$ cat src/rtl/fetch_unit_pkg.sv
// Shared types and constants for the instruction-fetch stage.
// Branch target table is a fixed constant; targets are absolute PCs.
package fetch_unit_pkg;

  localparam int unsigned FetchAddrW = 9;
  localparam int unsigned FetchWordW = 9;

  typedef enum logic [1:0] {
    StIdle,
    StRun,
    StHalted
  } fetch_state_e;

  localparam logic [FetchAddrW-1:0] BranchLut [8] = '{
    9'd10, 9'd3, 9'd20, 9'd100, 9'd255, 9'd400, 9'd505, 9'd511
  };

endpackage

$ cat src/rtl/fetch_unit_if.sv
// Fetch-stage bus: ROM address/data, decoder handshake and program start/done.
// master = fetch unit side, slave = ROM/decoder/controller side.
interface fetch_unit_if
  import fetch_unit_pkg::*;
#(
  parameter int unsigned A = FetchAddrW,
  parameter int unsigned W = FetchWordW
);

  logic         start;
  logic         done;
  logic [A-1:0] prog_addr;
  logic [W-1:0] rom_data;
  logic [W-1:0] inst;
  logic         inst_valid;
  logic         stall;
  logic         taken;
  logic [2:0]   target_idx;
  logic         halt;

  modport master (
    input  start, rom_data, stall, taken, target_idx, halt,
    output done, prog_addr, inst, inst_valid
  );

  modport slave (
    output start, rom_data, stall, taken, target_idx, halt,
    input  done, prog_addr, inst, inst_valid
  );

endinterface

$ cat src/rtl/fetch_unit_branch_lut.sv
// Combinational branch target lookup: 3-bit index to absolute A-bit PC.
module fetch_unit_branch_lut
  import fetch_unit_pkg::*;
#(
  parameter int unsigned A = FetchAddrW
) (
  input  logic [2:0]   i_target_idx,
  output logic [A-1:0] o_target
);

  assign o_target = A'(BranchLut[i_target_idx]);

endmodule

$ cat src/rtl/fetch_unit.sv
// Instruction-fetch stage: owns the PC, drives the ROM and registers the returned word.
// Optional FETCH_CYCLE_COUNT_EN adds a saturating 16-bit RUN-cycle counter output.
module fetch_unit
  import fetch_unit_pkg::*;
#(
  parameter int unsigned  A        = FetchAddrW,
  parameter int unsigned  W        = FetchWordW,
  parameter logic [A-1:0] START_PC = '0
) (
  input  logic         i_clk,
  input  logic         i_rst,
`ifdef FETCH_CYCLE_COUNT_EN
  output logic [15:0]  o_cycle_count,
`endif
  fetch_unit_if.master io_bus
);

  fetch_state_e r_state, w_state_next;
  logic [A-1:0] r_prog_addr, w_prog_addr_next;
  logic [W-1:0] r_inst, w_inst_next;
  logic         r_inst_valid, w_inst_valid_next;
  logic         r_done, w_done_next;
  logic [A-1:0] w_branch_target;

  fetch_unit_branch_lut #(
    .A (A)
  ) u_branch_lut (
    .i_target_idx (io_bus.target_idx),
    .o_target     (w_branch_target)
  );

  always_ff @(posedge i_clk) begin
    if (i_rst) begin
      r_state      <= StIdle;
      r_prog_addr  <= '0;
      r_inst       <= '0;
      r_inst_valid <= 1'b0;
      r_done       <= 1'b0;
    end else begin
      r_state      <= w_state_next;
      r_prog_addr  <= w_prog_addr_next;
      r_inst       <= w_inst_next;
      r_inst_valid <= w_inst_valid_next;
      r_done       <= w_done_next;
    end
  end

  always_comb begin
    w_state_next      = r_state;
    w_prog_addr_next  = r_prog_addr;
    w_inst_next       = r_inst;
    w_inst_valid_next = r_inst_valid;
    w_done_next       = r_done;
    unique case (r_state)
      StIdle, StHalted: begin
        if (io_bus.start) begin
          w_state_next      = StRun;
          w_prog_addr_next  = START_PC;
          w_inst_valid_next = 1'b0;
          w_done_next       = 1'b0;
        end
      end
      StRun: begin
        // Halt/Taken refer to the registered word, so they only count when it is live.
        if (io_bus.halt && r_inst_valid) begin
          w_state_next      = StHalted;
          w_inst_valid_next = 1'b0;
          w_done_next       = 1'b1;
        end else if (io_bus.taken && r_inst_valid) begin
          w_prog_addr_next  = w_branch_target;
          w_inst_valid_next = 1'b0;
        end else if (!io_bus.stall) begin
          w_inst_next       = io_bus.rom_data;
          w_inst_valid_next = 1'b1;
          w_prog_addr_next  = r_prog_addr + A'(1);
        end
      end
      default: begin
        w_state_next = StIdle;
      end
    endcase
  end

  assign io_bus.prog_addr  = r_prog_addr;
  assign io_bus.inst       = r_inst;
  assign io_bus.inst_valid = r_inst_valid;
  assign io_bus.done       = r_done;

`ifdef FETCH_CYCLE_COUNT_EN
  logic [15:0] r_cycle_count;
  logic        w_start_accept;

  assign w_start_accept = io_bus.start && (r_state != StRun);

  always_ff @(posedge i_clk) begin
    if (i_rst || w_start_accept) begin
      r_cycle_count <= '0;
    end else if (r_state == StRun && r_cycle_count != 16'hFFFF) begin
      r_cycle_count <= r_cycle_count + 16'd1;
    end
  end

  assign o_cycle_count = r_cycle_count;
`endif

endmodule

$ cat src/flat_wrapper.sv
// flat-port wrapper written by rule: the top's interface ports become plain ports
module fetch_unit_flat import fetch_unit_pkg::*;
#(
  parameter int unsigned  A        = FetchAddrW,
  parameter int unsigned  W        = FetchWordW,
  parameter logic [A-1:0] START_PC = '0
)
  (i_clk, i_rst, io_bus_start, io_bus_rom_data, io_bus_stall, io_bus_taken, io_bus_target_idx, io_bus_halt, io_bus_done, io_bus_prog_addr, io_bus_inst, io_bus_inst_valid);
  fetch_unit_if #(.A(A), .W(W)) io_bus_i ();
  input  logic i_clk;
  input  logic i_rst;
  input wire logic [$bits(io_bus_i.start)-1:0] io_bus_start;
  input wire logic [$bits(io_bus_i.rom_data)-1:0] io_bus_rom_data;
  input wire logic [$bits(io_bus_i.stall)-1:0] io_bus_stall;
  input wire logic [$bits(io_bus_i.taken)-1:0] io_bus_taken;
  input wire logic [$bits(io_bus_i.target_idx)-1:0] io_bus_target_idx;
  input wire logic [$bits(io_bus_i.halt)-1:0] io_bus_halt;
  output wire logic [$bits(io_bus_i.done)-1:0] io_bus_done;
  output wire logic [$bits(io_bus_i.prog_addr)-1:0] io_bus_prog_addr;
  output wire logic [$bits(io_bus_i.inst)-1:0] io_bus_inst;
  output wire logic [$bits(io_bus_i.inst_valid)-1:0] io_bus_inst_valid;
  assign io_bus_i.start = io_bus_start;
  assign io_bus_i.rom_data = io_bus_rom_data;
  assign io_bus_i.stall = io_bus_stall;
  assign io_bus_i.taken = io_bus_taken;
  assign io_bus_i.target_idx = io_bus_target_idx;
  assign io_bus_i.halt = io_bus_halt;
  assign io_bus_done = io_bus_i.done;
  assign io_bus_prog_addr = io_bus_i.prog_addr;
  assign io_bus_inst = io_bus_i.inst;
  assign io_bus_inst_valid = io_bus_i.inst_valid;
  fetch_unit #(.A(A), .W(W), .START_PC(START_PC)) u_core (.i_clk(i_clk), .i_rst(i_rst), .io_bus(io_bus_i));
endmodule
$ cat config.mk
export PLATFORM = sky130hd
export DESIGN_NAME = fetch_unit_flat
export DESIGN_NICKNAME = d
export VERILOG_FILES = /design/src/rtl/fetch_unit_pkg.sv /design/src/rtl/fetch_unit_if.sv /design/src/rtl/fetch_unit_branch_lut.sv /design/src/rtl/fetch_unit.sv /design/src/flat_wrapper.sv
export SDC_FILE = /design/constraint.sdc
export NUM_CORES = 1
export LEC_CHECK = 0
export ABC_AREA = 1
export CORE_ASPECT_RATIO = 1.25
export CORE_MARGIN = 1
export CORE_UTILIZATION = 25
export DETAILED_ROUTE_END_ITERATION = 7
export DONT_BUFFER_PORTS = 1
export PLACE_DENSITY = 0.5
export SLEW_MARGIN = 10
export SYNTH_ARGS = -nofsm -noshare
export SYNTH_HDL_FRONTEND = slang
export SYNTH_SLANG_ARGS = --single-unit
$ cat constraint.sdc
create_clock -name i_clk -period 3.5 [get_ports i_clk]
set_input_delay 1.05 -clock i_clk [delete_from_list [all_inputs] [get_ports i_clk]]
set_output_delay 1.05 -clock i_clk [all_outputs]
set_load 0.01 [all_outputs]
==> results of run 1 <==
## Yosys cell counts
| cell | number | area [µm²] |
|---|---|---|
| buf_1 | 1 | 3.75 |
| nand3b_1 | 1 | 7.51 |
| buf_2 | 1 | 5.00 |
| nor2_1 | 37 | 139 |
| nor2_4 | 1 | 11.3 |
| clkbuf_1 | 1 | 3.75 |
| nand2_1 | 53 | 199 |
| nor3_4 | 1 | 16.3 |
| inv_4 | 1 | 6.26 |
| nand2_4 | 2 | 22.5 |
| o21ai_0 | 15 | 75.1 |
| nand2_2 | 1 | 6.26 |
| nand4_1 | 1 | 6.26 |
| o211ai_1 | 1 | 7.51 |
| inv_1 | 19 | 71.3 |
| inv_2 | 2 | 7.51 |
| a21oi_2 | 1 | 8.76 |
| nand3_1 | 15 | 75.1 |
| dfxtp_1 | 22 | 440 |
| ha_1 | 5 | 62.6 |
| a21oi_1 | 12 | 60.1 |
## metal layers
| metal | routed length, µm | global-route usage | vias up |
|---|---|---|---|
| met5 | 0 | 0 | - |
| met4 | 44 | 0.0378 | 0 |
| met3 | 305 | 0.0355 | 6 |
| met2 | 1400 | 0.203 | 49 |
| met1 | 1360 | 0.160 | 503 |
| li1 | - | - | 608 |
## final cells by class
class / instances / area, µm²
clock buffer: 3 / 41.3
multi-input combinational: 146 / 697
tap: 60 / 75.1
sequential: 22 / 440
fill: 546 / 3360
inverter: 22 / 85.1
clock inverter: 1 / 30.0
## through the flow
step,utilization,cells
floorplan,-,193
global placement,0.274,250
detailed placement,0.274,250
CTS,0.289,254
global route,0.289,254
finish,0.289,254
## placed cells by master (no fill, tap or decap), types with 2 or more instances in the layout
cell type	count
nand2_1	53
nor2_1	37
dfxtp_1	22
inv_1	19
o21ai_0	15
nand3_1	15
a21oi_1	12
ha_1	5
clkbuf_8	3
inv_2	2
nand2_4	2
## sequential cells by signal, indices dropped and copies added (netlist names)
register,cells
u_core.io_bus.prog_addr,9
u_core.io_bus.inst,9
u_core.io_bus.done,1
u_core.io_bus.inst_valid,1
u_core.r_state,2
## power groups by stage
stage	registers (mW)	logic [mW]	clock network [mW]
after global placement	0.284	0.0693	0
after floorplan	0.280	0.0568	0
final	0.278	0.0684	0.244
after global routing	0.280	0.0796	0.263
after detailed placement	0.284	0.0691	0
after CTS	0.278	0.0695	0.250
## logic make-up (layout without fill, tap and decap cells)
kind of cell / count (synthesis) / after routing / share of synthesized area
and+or+nand+nor: 112 / 112 / 0.391
AOI/OAI and AO/OA: 29 / 29 / 0.123
buffers and inverters: 25 / 26 / 0.0790
DFF: 22 / 22 / 0.357
adders and majority gates: 5 / 5 / 0.0507
## final timing paths
| kind | startpoint | end | slack, ns | cells after the start |
|---|---|---|---|---|
| min | u_core.io_bus.done | u_core.io_bus.done | 0.52 | 2 |
| max | io_bus_taken | u_core.io_bus.inst[0] | 1.58 | 6 |
| min reg2reg | u_core.io_bus.done | u_core.io_bus.done | 0.52 | 2 |
| max reg2reg | u_core.io_bus.inst_valid | u_core.io_bus.inst[0] | 1.95 | 6 |
## critical path, cell delays in order
cell and delay, ns:
nand2_2 0.23, inv_2 0.15, nor3_4 0.37, inv_4 0.11, nor2_1 0.11, nor2_1 0.05
==> run_results.csv, run 1 <==
group,metric,value,unit
power_and_ir_drop,peakVddDrop,246,µV
floorplanning,initial_core_util,0.261,
hold_path,hp-class,"flop to flop",
global_route,grtUsageTotal,0.126,
yosys,yosysWarnings,0,
global_route,grt_pass1_wl,5140,µm
power_and_ir_drop,power,590,µW
floorplanning,core_area,4730,µm²
floorplanning,io_pins,38,
critical_path,critical_path_class,"primary input to flop",
power_and_ir_drop,p_int,436,µW
power_and_ir_drop,p_comb_frac,0.116,
clocking,postCtsHoldBufs,0,
critical_path,crit_arrival,2.09,ns
power_and_ir_drop,clkPwrFrac,0.413,
detailed_routing,via_count,1166,
detailed_routing,drc_errors,0,
clocking,post-cts-setup-buffers,0,
timing,fmax,521,MHz
clocking,cts-root-buf,"clkbuf_8",
detailed_routing,ant_nets,0,
clocking,h-tree-depth,1,
detailed_routing,drt_first_pass_iters,4,
clocking,cts_tree,"yes",
timing,worst_pin_slew,0.374,ns
timing,finalMaxSlewViolations,0,
floorplanning,die_area,5230,µm²
power_and_ir_drop,powerDensity,431,nW/µm²
placement,place_ws,1.28,ns
power_and_ir_drop,power_leakage,0.589,nW
placement,hpwlAfterDp,2340,µm
finish,n_antenna_cell,0,
timing,fin_crit,1.92,ns
timing,fin_crit_sh,0.549,
timing,fin_setup_tns,0,ns
yosys,synth_seq_area_share,0.357,
detailed_routing,detail_route.vias_per_cell,4.59,
global_route,antenna_found_initial,0,
placement,gp_congestion,0.852,
status,status,"completed",
floorplanning,rows,28,
timing,rsz0062_at_grt,"false",
clocking,insertion_delay,0.27,ns
power_and_ir_drop,p_sw_frac,0.260,
timing,fin_ws,1.58,ns
power_and_ir_drop,p_sw,153,µW
flow_run,cap_viol_max_count,0,
yosys,ys_seq_elements,22,
critical_path,end_kind,"flop",
detailed_routing,wl,3110,µm
timing,hold_violations,0,
finish,syn_to_final_growth,10.8,%
timing,fin_hold_ws,0.519,ns
clocking,clk_pin_slew,0.09,ns
clocking,cts.repair.resized,0,
floorplanning,fp.dieH,80.6,µm
yosys,syn-instance-count,193,
critical_path,crit_path_start_kind,"primary input",
finish,drive_gt1_frac,0.0670,
global_route,grt_pass1_vias,1104,
floorplanning,fp.dieW,64.9,µm
yosys,syn-num-nets,216,
clocking,cts_buffers,3,
power_and_ir_drop,seqPwrFrac,0.471,
yosys,avgSynthCellArea,6.40,µm²
yosys,synthesis.area,1230,µm²
timing,finalSetupViolCount,0,
yosys,synth_cell_types,21,
timing,relSlewSlack,0.750,
finish,nNetsFinal,218,
placement,placed_area,1300,µm²
critical_path,required,3.67,ns
timing,clock-skew-final,0.00875,ns
detailed_routing,initialDrtViolationCount,86,
critical_path,path_max_fanout,16,
finish,stdcell_area,1370,µm²
placement,io_buffers,0,
clocking,clkSinkCount,22,
global_route,gr-total-overflow,0,
global_route,grt_max_degree,17,
detailed_routing,drt-wirelength-per-cell,12.3,µm
clocking,clock_path_buffers,2,
No activity file was read; power rests on OpenSTA's default activity.
==> run 2, diff against run 1 <==
--- a/config.mk
+++ b/config.mk
@@ -11,7 +11,7 @@
 export CORE_UTILIZATION = 25
 export DETAILED_ROUTE_END_ITERATION = 7
 export DONT_BUFFER_PORTS = 1
-export PLACE_DENSITY = 0.5
+export PLACE_DENSITY = 0.52
 export SLEW_MARGIN = 10
 export SYNTH_ARGS = -nofsm -noshare
 export SYNTH_HDL_FRONTEND = slang
==> constraint.sdc (replaced) <==
create_clock -name i_clk -period 1.6 [get_ports i_clk]
set_input_delay 0.48 -clock i_clk [delete_from_list [all_inputs] [get_ports i_clk]]
set_output_delay 0.48 -clock i_clk [all_outputs]
set_load 0.01 [all_outputs]
==> run_results.csv, run 2 (synthesized netlist as in run 1, its figures left out) <==
group,metric,value,unit
timing,hold_violations,0,
detailed_routing,wl,3020,µm
critical_path,required,1.76,ns
timing,fin_setup_tns,0,ns
timing,fin_crit_sh,0.842,
detailed_routing,drt-wirelength-per-cell,11.7,µm
clocking,cts.repair.resized,0,
finish,final_common_cell,"nand2_1",
finish,syn_to_final_growth,13.3,%
critical_path,end_kind,"flop",
floorplanning,io_pins,38,
critical_path,critical_path_class,"flop to flop",
finish,layout_common_cells,"nand2_1 (53), nor2_1 (37), dfxtp_1 (22)",
clocking,clk_pin_slew,0.08,ns
clocking,post-cts-setup-buffers,0,
status,status,"completed",
timing,finalMaxSlewViolations,0,
timing,fin_hold_ws,0.268,ns
finish,n_antenna_cell,0,
detailed_routing,drc_errors,0,
placement,place_ws,0.201,ns
timing,worst_pin_slew,0.353,ns
critical_path,crit_arrival,1.51,ns
clocking,clock_path_buffers,2,
placement,gp_congestion,0.804,
detailed_routing,drt_first_pass_iters,4,
clocking,cts-root-buf,"clkbuf_8",
flow_run,cap_viol_max_count,0,
floorplanning,fp.dieW,64.9,µm
hold_path,min_from,"i_rst",
global_route,grt_pass1_vias,1111,
critical_path,path_max_fanout,10,
timing,relSlewSlack,0.764,
finish,drive_gt1_frac,0.0859,
finish,utilization,0.296,
detailed_routing,via_count,1158,
timing,finalSetupViolCount,0,
hold_path,hp-class,"primary input to flop",
clocking,clkSinkCount,22,
finish,nNetsFinal,222,
timing,rsz0062_at_grt,"false",
detailed_routing,detail_route.vias_per_cell,4.49,
global_route,grt_max_degree,15,
global_route,grt_pass1_wl,5100,µm
detailed_routing,ant_nets,0,
timing,fmax,742,MHz
clocking,postCtsHoldBufs,0,
critical_path,r2r-start,"u_core.r_state[0]",
clocking,cts_buffers,3,
power_and_ir_drop,powerDensity,918,nW/µm²
floorplanning,core_area,4730,µm²
placement,hpwlAfterDp,2350,µm
floorplanning,die_area,5230,µm²
finish,fillers,534,
critical_path,cp-startpoint,"u_core.r_state[0]",
floorplanning,fp.dieH,80.6,µm
global_route,gr-total-overflow,0,
timing,fin_crit,1.35,ns
power_and_ir_drop,power_leakage,0.610,nW
placement,io_buffers,0,
floorplanning,initial_core_util,0.261,
clocking,insertion_delay,0.26,ns
timing,clock-skew-final,0.00189,ns
power_and_ir_drop,peakVddDrop,483,µV
global_route,antenna_found_initial,0,
clocking,cts_tree,"yes",
clocking,h-tree-depth,1,
timing,fin_ws,0.252,ns
critical_path,crit_path_start_kind,"flop",
global_route,grtUsageTotal,0.126,
detailed_routing,initialDrtViolationCount,81,
floorplanning,rows,28,
## run 2: cell count changes in the layout (fill, tap and decap cells not counted)
cell | before | now
buf_4 | 0 | 4
## run 2: worst paths after layout
check / cells after the start / to / slack (ns)
setup / recovery: 7 / u_core.io_bus.inst[7] / 0.25
hold / removal: 1 / u_core.io_bus.inst_valid / 0.27
setup reg to reg: 7 / u_core.io_bus.inst[7] / 0.25
hold reg to reg: 2 / u_core.io_bus.done / 0.52
## run 2: metrics by stage
stage | cell area (µm²) | total power [mW] | cells
2_1_floorplan | 1230 | 0.737 | 193
3_3_place_gp | 1330 | 0.775 | 254
3_5_place_dp | 1330 | 0.775 | 254
4_1_cts | 1400 | 1.30 | 258
5_1_grt | 1400 | 1.35 | 258
6_report | 1400 | 1.28 | 258
## run 2: routing by layer
metal	vias to the layer above	global-route usage	routed length [µm]
met2	31	0.210	1420
met3	2	0.0412	187
met1	508	0.157	1400
met4	0	0.0267	17
met5	-	0	0
li1	617	-	-
## run 2: power by group
group	switching, mW	internal (mW)	total, mW	leakage (nW)
clock network	0.189	0.334	0.524	0.0357
registers	0.0298	0.573	0.603	0.179
logic	0.107	0.0511	0.158	0.395
total	0.326	0.958	1.28	0.610
## run 2: critical path: stages, from the launching register on
cell	delay [ns]
dfxtp_1	0.33
inv_1	0.08
nor2_4	0.16
nand2_4	0.09
nor3_4	0.29
inv_4	0.11
nor2_1	0.12
nor2_1	0.06
## run 2: cell type report
cell class	instances	area (µm²)	share of cell area
Multi-Input combinational cell	146	697	0.498
Sequential cell	22	440	0.315
Timing Repair Buffer	4	30.0	0.0215
Clock inverter	1	30.0	0.0215
Tap cell	60	75.1	0.0537
Inverter	22	85.1	0.0608
Clock buffer	3	41.3	0.0295
==> run 3, diff against run 2 <==
--- a/config.mk
+++ b/config.mk
@@ -11,7 +11,7 @@
 export CORE_UTILIZATION = 25
 export DETAILED_ROUTE_END_ITERATION = 7
 export DONT_BUFFER_PORTS = 1
-export PLACE_DENSITY = 0.52
+export PLACE_DENSITY = 0.5
 export SLEW_MARGIN = 10
 export SYNTH_ARGS = -nofsm -noshare
 export SYNTH_HDL_FRONTEND = slang
==> constraint.sdc (replaced) <==
create_clock -name i_clk -period 1.4 [get_ports i_clk]
set_input_delay 0.42 -clock i_clk [delete_from_list [all_inputs] [get_ports i_clk]]
set_output_delay 0.42 -clock i_clk [all_outputs]
set_load 0.01 [all_outputs]
==> run_results.csv, run 3 (synthesized netlist as in run 1, its figures left out) <==
group,metric,value,unit
clocking,cts-root-buf,"clkbuf_8",
global_route,gr-total-overflow,0,
floorplanning,fp.dieH,80.6,µm
finish,stdcell_area,1490,µm²
timing,hold_violations,0,
clocking,postCtsHoldBufs,0,
hold_path,hp-class,"primary input to flop",
timing,fmax,795,MHz
global_route,antenna_found_initial,0,
placement,hpwlAfterDp,2430,µm
finish,syn_to_final_growth,20.4,%
critical_path,required,1.61,ns
critical_path,cpPeakStageDelay,0.35,ns
global_route,grt_max_degree,14,
floorplanning,initial_core_util,0.261,
critical_path,r2r-start,"u_core.r_state[0]",
finish,drive_gt1_frac,0.148,
floorplanning,fp.dieW,64.9,µm
detailed_routing,detail_route.vias_per_cell,4.54,
timing,rsz0062_at_grt,"false",
finish,layout_common_cells,"nand2_1 (53), nor2_1 (35), dfxtp_1 (22)",
clocking,insertion_delay,0.27,ns
floorplanning,die_area,5230,µm²
critical_path,end_kind,"flop",
detailed_routing,drc_errors,0,
timing,clock-skew-final,0.000972,ns
critical_path,cp-startpoint,"u_core.r_state[0]",
status,status,"completed",
finish,final_common_cell,"nand2_1",
timing,fin_crit,1.26,ns
floorplanning,core_area,4730,µm²
detailed_routing,ant_nets,0,
timing,fin_crit_sh,0.899,
timing,finalMaxSlewViolations,0,
finish,multiInputGateArea,702,µm²
clocking,clk_pin_slew,0.08,ns
critical_path,crit_path_start_kind,"flop",
detailed_routing,initialDrtViolationCount,35,
detailed_routing,drt-wirelength-per-cell,11.6,µm
timing,fin_setup_tns,0,ns
floorplanning,rows,28,
global_route,grt_pass1_wl,5430,µm
clocking,cts_tree,"yes",
power_and_ir_drop,peakVddDrop,456,µV
clocking,clkSinkCount,22,
detailed_routing,wl,3110,µm
placement,io_buffers,0,
detailed_routing,drt_first_pass_iters,4,
finish,nNetsFinal,233,
hold_path,min_from,"i_rst",
clocking,cts_buffers,3,
critical_path,critical_path_class,"flop to flop",
clocking,h-tree-depth,1,
global_route,grtUsageTotal,0.134,
power_and_ir_drop,powerDensity,1010,nW/µm²
power_and_ir_drop,power_leakage,0.666,nW
timing,worst_pin_slew,0.305,ns
placement,gp_congestion,0.778,
timing,relSlewSlack,0.796,
detailed_routing,via_count,1221,
critical_path,cp_slowest_cell,"dfxtp_1",
finish,n_antenna_cell,0,
finish,fillers,550,
floorplanning,io_pins,38,
clocking,clock_path_buffers,2,
timing,finalSetupViolCount,0,
placement,placed_area,1400,µm²
finish,seq_area,440,µm²
global_route,grt_pass1_vias,1215,
critical_path,crit_arrival,1.47,ns
critical_path,path_cells,"inv_2 > nor2_4 > nand2_4 > nor3_4 > buf_4 > o21ai_0 > nor2_1",
power_and_ir_drop,power,1.50,mW
flow_run,cap_viol_max_count,0,
critical_path,path_max_fanout,6,
## run 3: area by class of cell
class,count,area share
Clock buffer,3,0.0278
Clock inverter,1,0.0202
Sequential cell,22,0.296
Multi-Input combinational cell,146,0.472
Inverter,22,0.0572
Timing Repair Buffer,15,0.0758
Tap cell,60,0.0505
## run 3: routing by layer
layer  track usage  share of wire  up-vias
li1              -              -      643
met1         0.171           0.45      542
met2         0.218           0.47       32
met3        0.0256          0.062        4
met4        0.0511          0.011        0
met5             0              0        -
## run 3: path summary, 6_finish.rpt
kind / slack [ns] / to / cells past startpoint
worst min register to register: 0.51 / u_core.io_bus.prog_addr[4] / 2
worst max-delay path: 0.14 / u_core.io_bus.inst[4] / 7
worst min-delay path: 0.20 / u_core.io_bus.inst_valid / 1
worst max register to register: 0.14 / u_core.io_bus.inst[4] / 7
## run 3: repair_timing
item                                    4_1_cts  5_1_grt
endpoints found under the setup margin        0       14
resized for setup                             0        3
setup buffers                                 0        2
## run 3: stage by stage
step	hold WS [ns]	util	std cells	setup WS [ns]
final	0.203	0.314	269	0.142
after global routing	0.191	0.314	269	0.0153
after CTS	0.196	0.310	267	0.0546
after detailed placement	0.490	0.295	263	0.0622
after global placement	0.492	0.295	263	0.0917
after floorplan	0.490	-	193	0.138
## run 3: critical path: cells and delay by family (launching register included)
family / cells / cell delay (ns)
simple gates: 4 / 0.53
flops: 1 / 0.35
buf+inv: 2 / 0.24
compound gates: 1 / 0.07
## run 3: report_power, final
part / internal [mW] / switching, mW / total, mW
sequential: 0.655 / 0.0298 / 0.685
clock: 0.382 / 0.224 / 0.606
combinational: 0.0771 / 0.131 / 0.208
total: 1.11 / 0.384 / 1.50
